==> config.mk <==
export PLATFORM = sky130hd
export DESIGN_NAME = udp_status_sender
export DESIGN_NICKNAME = d
export VERILOG_FILES = /design/src/rtl/udp_pkg.sv /design/src/rtl/udp_req_slot.sv /design/src/rtl/udp_status_sender.sv
export SDC_FILE = /design/constraint.sdc
export NUM_CORES = 1
export LEC_CHECK = 0
export BUFFER_PORTS_ARGS = -buffer_cell sky130_fd_sc_hd__buf_4
export CAP_MARGIN = 10
export CORE_UTILIZATION = 34
export DETAILED_ROUTE_END_ITERATION = 12
export GPL_TIMING_DRIVEN = 0
export PLACE_DENSITY = 0.63
export SLEW_MARGIN = 30
export SYNTH_ARGS = -nofsm -noshare
export SYNTH_HDL_FRONTEND = slang
export SYNTH_HIERARCHICAL = 1
export SYNTH_SLANG_ARGS = --single-unit
==> constraint.sdc <==
create_clock -name clock -period 1.83 [get_ports clock]
set_input_delay 0.0915 -clock clock [delete_from_list [all_inputs] [get_ports clock]]
set_output_delay 0.0915 -clock clock [all_outputs]
set_load 0.01 [all_outputs]
==> src/rtl/udp_pkg.sv <==
// Shared types and constants for the UDP status/ack transmit path and its
// receive-side sibling udp_panel_writer.
package udp_pkg;

  typedef enum logic [1:0] {
    ST_IDLE,
    ST_LOAD,
    ST_SEND,
    ST_GAP
  } tx_state_t;

  localparam int PAYLOAD_WORDS = 4;
  localparam int PAYLOAD_BYTES = 16;

  localparam logic [15:0] DEFAULT_SRC_PORT = 16'd6001;
  localparam logic [15:0] DEFAULT_RX_PORT  = 16'd6000;
  localparam logic [31:0] DEFAULT_MAGIC    = 32'h4C454441;

  // One queued request: where to send and which sequence number to echo.
  typedef struct packed {
    logic [31:0] ip;
    logic [15:0] port;
    logic [31:0] seq;
  } req_t;

  // Everything the payload needs, frozen at packet start.
  typedef struct packed {
    logic [31:0] seq;
    logic [31:0] frame;
    logic [15:0] err;
    logic [15:0] drop;
  } snap_t;

  function automatic logic [31:0] payload_word(input logic [1:0]  idx,
                                               input logic [31:0] magic,
                                               input snap_t       s);
    case (idx)
      2'd0:    return magic;
      2'd1:    return s.seq;
      2'd2:    return s.frame;
      default: return {s.err, s.drop};
    endcase
  endfunction

endpackage

==> src/rtl/udp_req_slot.sv <==
// One-deep request holding slot. A newer request overwrites an unconsumed
// one and bumps a saturating drop counter.
module udp_req_slot
  import udp_pkg::*;
(
  input  logic        clock,
  input  logic        resetn,
  input  logic        req,
  input  req_t        req_in,
  input  logic        consume,
  output logic        pending,
  output req_t        slot,
  output logic [15:0] drop_count
);

  // An overrun only counts when the slot still holds an unsent request;
  // a request landing in the consume cycle simply refills the slot.
  logic overrun;
  assign overrun = req && pending && !consume;

  // NOTE: every flop here uses <= so all registers update from the same
  // pre-edge values; blocking '=' would let later statements see new values.
  always_ff @(posedge clock or negedge resetn) begin
    if (!resetn) begin
      pending    <= 1'b0;
      slot       <= '0;
      drop_count <= '0;
    end else begin
      if (req) begin
        slot    <= req_in;
        pending <= 1'b1;
      end else if (consume) begin
        pending <= 1'b0;
      end
      if (overrun && drop_count != 16'hFFFF)
        drop_count <= drop_count + 16'd1;
    end
  end

endmodule

==> src/rtl/udp_status_sender.sv <==
// Emits one fixed 4-word status/ack UDP datagram per request onto the
// liteeth udp_sink stream, with counters snapshotted at packet start.
module udp_status_sender
  import udp_pkg::*;
#(
  parameter logic [15:0] SRC_PORT = DEFAULT_SRC_PORT,
  parameter logic [31:0] MAGIC    = DEFAULT_MAGIC,
  parameter int          MIN_GAP  = 8
) (
  input  logic        clock,
  input  logic        resetn,
  input  logic        req,
  input  logic [31:0] req_ip,
  input  logic [15:0] req_port,
  input  logic [31:0] req_seq,
  input  logic [31:0] frame_count,
  input  logic [15:0] err_count,
  output logic        udp_sink_valid,
  output logic        udp_sink_last,
  input  logic        udp_sink_ready,
  output logic [15:0] udp_sink_src_port,
  output logic [15:0] udp_sink_dst_port,
  output logic [31:0] udp_sink_ip_address,
  output logic [15:0] udp_sink_length,
  output logic [31:0] udp_sink_data,
  output logic [3:0]  udp_sink_error,
  output logic        busy,
  output logic [15:0] drop_count
);

  localparam logic [1:0] LAST_IDX = 2'(PAYLOAD_WORDS - 1);
  localparam logic [7:0] GAP_LAST = 8'(MIN_GAP - 1);

  tx_state_t   state;
  logic        pending;
  req_t        req_in;
  req_t        slot;
  snap_t       snap;
  logic [1:0]  beat_idx;
  logic [1:0]  next_idx;
  logic [7:0]  gap_cnt;
  logic        xfer;

  assign req_in   = '{ip: req_ip, port: req_port, seq: req_seq};
  assign next_idx = beat_idx + 2'd1;
  assign xfer     = udp_sink_valid && udp_sink_ready;

  udp_req_slot u_slot (
    .clock      (clock),
    .resetn     (resetn),
    .req        (req),
    .req_in     (req_in),
    .consume    (state == ST_LOAD),
    .pending    (pending),
    .slot       (slot),
    .drop_count (drop_count)
  );

  assign udp_sink_src_port = SRC_PORT;
  assign udp_sink_length   = 16'(PAYLOAD_BYTES);
  assign udp_sink_error    = 4'b0000;
  assign busy              = (state != ST_IDLE) || pending;

  // Stream outputs only change in LOAD or on an accepted beat, which keeps
  // them stable across arbitrarily long backpressure.
  always_ff @(posedge clock or negedge resetn) begin
    if (!resetn) begin
      state               <= ST_IDLE;
      udp_sink_valid      <= 1'b0;
      udp_sink_last       <= 1'b0;
      udp_sink_data       <= '0;
      udp_sink_ip_address <= '0;
      udp_sink_dst_port   <= '0;
      snap                <= '0;
      beat_idx            <= '0;
      gap_cnt             <= '0;
    end else begin
      case (state)
        ST_IDLE: begin
          if (pending) state <= ST_LOAD;
        end
        ST_LOAD: begin
          udp_sink_ip_address <= slot.ip;
          udp_sink_dst_port   <= slot.port;
          snap.seq            <= slot.seq;
          snap.frame          <= frame_count;
          snap.err            <= err_count;
          snap.drop           <= drop_count;
          udp_sink_data       <= MAGIC;
          udp_sink_last       <= 1'b0;
          udp_sink_valid      <= 1'b1;
          beat_idx            <= '0;
          state               <= ST_SEND;
        end
        ST_SEND: begin
          if (xfer) begin
            if (beat_idx == LAST_IDX) begin
              udp_sink_valid <= 1'b0;
              udp_sink_last  <= 1'b0;
              gap_cnt        <= '0;
              state          <= ST_GAP;
            end else begin
              beat_idx      <= next_idx;
              udp_sink_data <= payload_word(next_idx, MAGIC, snap);
              udp_sink_last <= (next_idx == LAST_IDX);
            end
          end
        end
        ST_GAP: begin
          if (gap_cnt == GAP_LAST) begin
            gap_cnt <= '0;
            state   <= ST_IDLE;
          end else begin
            gap_cnt <= gap_cnt + 8'd1;
          end
        end
        default: state <= ST_IDLE;
      endcase
    end
  end

endmodule

== Word-level counts from Yosys, hierarchy flattened ==
Index checks and enable logic that the tools add are counted.

* Flip-flop bits (word level): 287
* Input bits: 132
* Output and inout port bits: 135
* Logic and storage cells: 75

* Add/subtract/negate cells: 3
* Equal/unequal tests: 14
* Mux-type cells: 24
* Reductions and logical operators: 17

{| class="wikitable"
|+ Operator list
! operator !! number
|-
| one-hot mux 32 bit (3 select lines) || 1
|-
| 2-to-1 mux 32 bit || 2
|-
| one-hot mux 32 bit (2 select lines) || 1
|-
| 2-to-1 mux 8 bit || 3
|-
| adder 16 x 1 -> 16 bit (second input constant) || 1
|-
| inequality test 16 bit (second input constant) || 1
|-
| one-hot mux 8 bit (2 select lines) || 1
|-
| 2-to-1 mux 2 bit || 6
|-
| equality test 2 bit (second input constant) || 5
|-
| AND reduction 3 bit || 3
|-
| adder 8 x 1 -> 8 bit (second input constant) || 1
|-
| equality test 8 x 3 -> 1 bit (second input constant) || 1
|-
| inequality test 2 bit (second input constant) || 4
|-
| one-hot mux 2 bit (4 select lines) || 1
|-
| nonzero test 2 bit || 4
|-
| 2-to-1 mux 1 bit || 6
|-
| equality test 2 x 1 -> 1 bit (second input constant) || 2
|-
| logical AND 1 bit || 4
|-
| logical NOT 2 bit || 2
|-
| one-hot mux 1 bit (2 select lines) || 2
|-
| one-hot mux 2 bit (2 select lines) || 1
|-
| AND reduction 4 bit || 1
|-
| adder 2 x 1 -> 2 bit (second input constant) || 1
|-
| inequality test 2 x 1 -> 1 bit (second input constant) || 1
|-
| 3 further kinds || 3
|}

== Longest topological paths before layout ==
* Depth after elaboration: 6
* Gate-level depth with buffers: 8
* Gate-level depth less buffers: 6

== Cells and area by module ==
Netlist, hierarchy kept.

{| class="wikitable"
|+ Modules (own cells, without submodules)
! module !! instances !! cells each !! area an instance (um^2) !! sequential area each (um^2)
|-
| udp_status_sender || 1 || 614 || 8,141.6 || 4,754.6
|-
| udp_req_slot || 1 || 242 || 3,783.6 || 2,427.3
|}

== Worst setup path after synthesis ==
OpenSTA, ideal clock, no wires.

* Path kind: flip-flop to flip-flop
* Start point: register gap_cnt[3]
* End point: register state[1]
* Setup time: 0.125 ns
* Arrival time: 1.799 ns
* Data required time: 1.705 ns
* Setup slack: -0.094 ns
* Stages on the path, launching flop included: 5
* Buffers on the path: 0
* Clock period less this slack: 1.924 ns
* Cells stage by stage: dfrtp_1 or3_1 o41a_1 or3b_4 mux2_4

* Word-level cells in the longest chain between the ends: 3

{| class="wikitable"
|+ Ends and longest elaborated chain
! what !! line !! RTL
|-
| from (decl) || udp_status_sender.sv:41 || <nowiki>logic [7:0] gap_cnt;</nowiki>
|-
| from (signal assigned) || udp_status_sender.sv:114 || <nowiki>gap_cnt <= gap_cnt + 8'd1;</nowiki>
|-
| equality test 8 x 3 -> 1 bit || udp_status_sender.sv:110 || <nowiki>if (gap_cnt == GAP_LAST) begin</nowiki>
|-
| inequality test 2 bit (no line) || n/a ||
|-
| AND reduction 4 bit (no line) || n/a ||
|-
| to (signal assigned) || udp_status_sender.sv:101 || <nowiki>state <= ST_GAP;</nowiki>
|-
| to (signal assigned) || udp_status_sender.sv:112 || <nowiki>state <= ST_IDLE;</nowiki>
|-
| to (signal assigned) || udp_status_sender.sv:117 || <nowiki>default: state <= ST_IDLE;</nowiki>
|-
| to (decl) || udp_status_sender.sv:34 || <nowiki>tx_state_t state;</nowiki>
|}

Every way passes these cells.
A chain may end at the register's enable or synchronous reset.

== Worst setup path in the final report ==
* Start point: register gap_cnt[5]
* End point: register state[1]

Same word-level chain as after synthesis.

==> key figures <==
STA
  • Max-slew headroom: 0.463
  • Setup_tns: -0.0825 ns
  • Max Fclk: 0.523 GHz
  • Max-slew violations: 0
  • Min cycle time layout: 1.91 ns
  • Final hold violations: 0
  • Worst Skew: 0.00713 ns
  • Final worst setup slack: -0.0825 ns
  • Unrepaired setup endpoints after global routing: true
  • Final worst path period share: 1.05
  • Final hold slack: 0.0770 ns
  • Worst-margin pin slew: 0.805 ns
  • Setup violations, final: 1

Setup path
  • Critical Path End: state[1]
  • CP Data Arrival Time: 2.35 ns
  • CP Class: reg2reg
  • R2r startpoint: gap_cnt[5]
  • R2R Path End: state[1]
  • Worst reg-to-reg setup slack: -0.08 ns
  • Startpoint types: flip-flop
  • Worst-case reg-to-reg path depth: 4
  • CP startpoint: gap_cnt[5]
  • Crit-path max FO: 2
  • CP endpoint kind: flip-flop
  • Worst EP required: 2.27 ns

Routing
  • Vias per inst: 4.68
  • Antenna Nets Post-Route: 0
  • Avg WL per Cell: 17.7 microns
  • Drt pass-1 iters: 4
  • Total wire length: 31,600 microns
  • Initial DRC count: 404
  • # DRC: 0
  • Vias: 8,328

Clock tree
  • Skew-Pair Late Insertion Delay: 0.56 ns
  • CTS Buf Count: 31
  • H-tree depth: 1
  • CTS tree: done
  • Clock tree buffer depth: 3
  • CTS sink cnt: 287
  • Clk pin slew, worst setup/hold paths: 0.06 ns
  • Root Buffer: clkbuf_16

Yosys
  • Synth top area cells: dfrtp_1 (60%), mux2_2 (21%), buf_4 (2.3%)
  • Yosys warnings: 6
  • Most numerous cell in the Yosys netlist: dfrtp_1
  • FF+latch count, synth: 287
  • Top_reg_cell synth: dfrtp_1
  • Seq/Total Area, Yosys: 0.602
  • Area share of the largest cell type after synthesis: 0.602
  • Syn Std Cell Area: 11,900 sq um
  • Post-Synthesis Cells: 856
  • Commonest cells in the netlist: dfrtp_1 (287), mux2_2 (225), nand2_1 (38), buf_4 (36), clkbuf_1 (36)
  • Synth area leader: dfrtp_1
  • FFs w/ async S/R, synth: 1.00
  • Mean Syn Cell Area: 13.9 sq um
  • Number of flops mapped to enable cells by yosys: 0
  • Netlist cell types: 46

Job
  • Max_cap viols: 0

Floorplan
  • Die width: 189 microns
  • Core footprint: 34,500 sq um
  • # rows: 68
  • # IOs: 267
  • Die height: 189 microns
  • Initial core utilization: 0.345
  • Die area: 35,800 sq um

GRT
  • Grt ovf: 0
  • Global-route wire length before repair: 49,800 microns
  • Total track usage: 0.177
  • Vias in the first global route: 8,828
  • Largest net degree at the start of global routing: 74
  • Initial antenna violation count: 6

Run status
  • Failing checks: negative setup slack
  • Status: finished with violations

Power
  • Power per cell area: 1480 nW/um^2
  • Pleak: 0.00772 uW
  • Worst vdd ir: 1.05 mV

Layout
  • Layout cells sized above 1: 0.469
  • Final nets: 1,442
  • Filler cell count: 3,030
  • Footprint of the multi-input gates: 4480 sq um
  • Utilization after layout: 0.495
  • Area growth syn-to-layout: 43.5%
  • Register area: 7190 sq um

Worst hold path
  • Worst hold path depth: 4
  • Hold WC Path Type: in2reg

Place
  • GP Congestion: 0.798
  • IO Port Bufs: 230
  • Hpwl dp: 22,000 microns
[worst max-delay path: stages, from the launching register on]
cell	delay (ns)
dfrtp_1	0.37
or3_1	0.36
o41a_1	0.36
or3b_4	0.40
mux2_4	0.30
[placed cells by master, fill, tap and decap left out, types with 8 or more instances in the layout]
master | synthesis | layout
a21oi_1 | 16 | 15
a221o_1 | 10 | 10
a22o_1 | 22 | 22
a22oi_1 | 22 | 19
buf_1 | 9 | 8
buf_4 | 36 | 282
clkbuf_1 | 36 | 10
clkbuf_16 | 0 | 31
clkbuf_2 | 0 | 10
clkbuf_8 | 0 | 14
clkinv_2 | 0 | 9
conb_1 | 2 | 36
dfrtp_1 | 287 | 282
dlygate4sd3_1 | 0 | 130
mux2_2 | 225 | 225
mux2i_1 | 12 | 12
nand2_1 | 38 | 38
nand3_1 | 9 | 9
nand4_1 | 10 | 10
nor2_1 | 19 | 18
o21ai_0 | 28 | 28
xnor2_1 | 14 | 14
[layout make-up]
| cell class | count | area share |
|---|---|---|
| Timing Repair Buffer | 376 | 0.190 |
| Tap cell | 455 | 0.0333 |
| Sequential cell | 287 | 0.420 |
| Clock inverter | 12 | 0.00534 |
| Inverter | 9 | 0.00197 |
| Antenna cell | 4 | 0.000585 |
| Multi-Input combinational cell | 512 | 0.262 |
| Buffer | 81 | 0.0350 |
| Clock buffer | 45 | 0.0519 |
[flip-flops by register name, summed over array words and instances, names as in the netlist]
name and flops:
beat_idx 2, gap_cnt 8, snap 96, state 2, u_slot/drop_count 16, u_slot/pending 1
u_slot/slot 80, udp_sink_data 32, udp_sink_dst_port 16, udp_sink_ip_address 32, udp_sink_last 1, udp_sink_valid 1
[layer usage]
metal / vias to the layer above / GRT usage / part of all wire
met5: - / 0 / 0.00086
met4: 4 / 0.0409 / 0.020
met3: 50 / 0.0421 / 0.061
met2: 231 / 0.298 / 0.48
li1: 3906 / - / -
met1: 4137 / 0.231 / 0.44
[logic make-up after synthesis]
family / after synthesis / share of synthesized area
simple gates: 98 / 0.0410
mux: 239 / 0.225
buf+inv: 91 / 0.0401
compound gates: 112 / 0.0674
xor+xnor: 15 / 0.0110
other cells: 2 / 0.000630
flops: 287 / 0.602
fa+ha+maj: 12 / 0.0126
[report_power, final]
| part | switching [uW] | internal (uW) |
|---|---|---|
| registers | 1400 | 8480 |
| clock network | 2560 | 3490 |
| logic | 4230 | 5160 |
| total | 8190 | 17100 |
[per-stage QoR]
stage	cell area, sq um	instances	setup slack (ns)	total power (uW)
finish	17100	1781	-0.0825	25300
global route	17100	1779	-0.0965	26800
CTS	17000	1772	-0.134	25400
detailed placement	14500	1579	-0.952	18600
global placement	14400	1575	-1.91	18300
floorplan	12100	890	-0.0938	15000
[worst min-delay path by stage]
stage,from,end
6_report,req,u_slot/drop_count[0]
5_1_grt,req,u_slot/drop_count[0]
2_1_floorplan,resetn,beat_idx[0]
3_5_place_dp,resetn,udp_sink_ip_address[4]
4_1_cts,req,u_slot/drop_count[0]
3_3_place_gp,req_seq[25],u_slot/slot[25]
[timing repair]
action | in CTS | in global routing
hold buffers | 131 | 0
setup buffers | 5 | 6
pin swaps | 1 | 5
gates resized for setup | 67 | 34
endpoints found under the setup margin | 191 | 180
cloned | 0 | 0
endpoints found under the hold margin | 287 | 0
(Power assumes the default switching activity.)
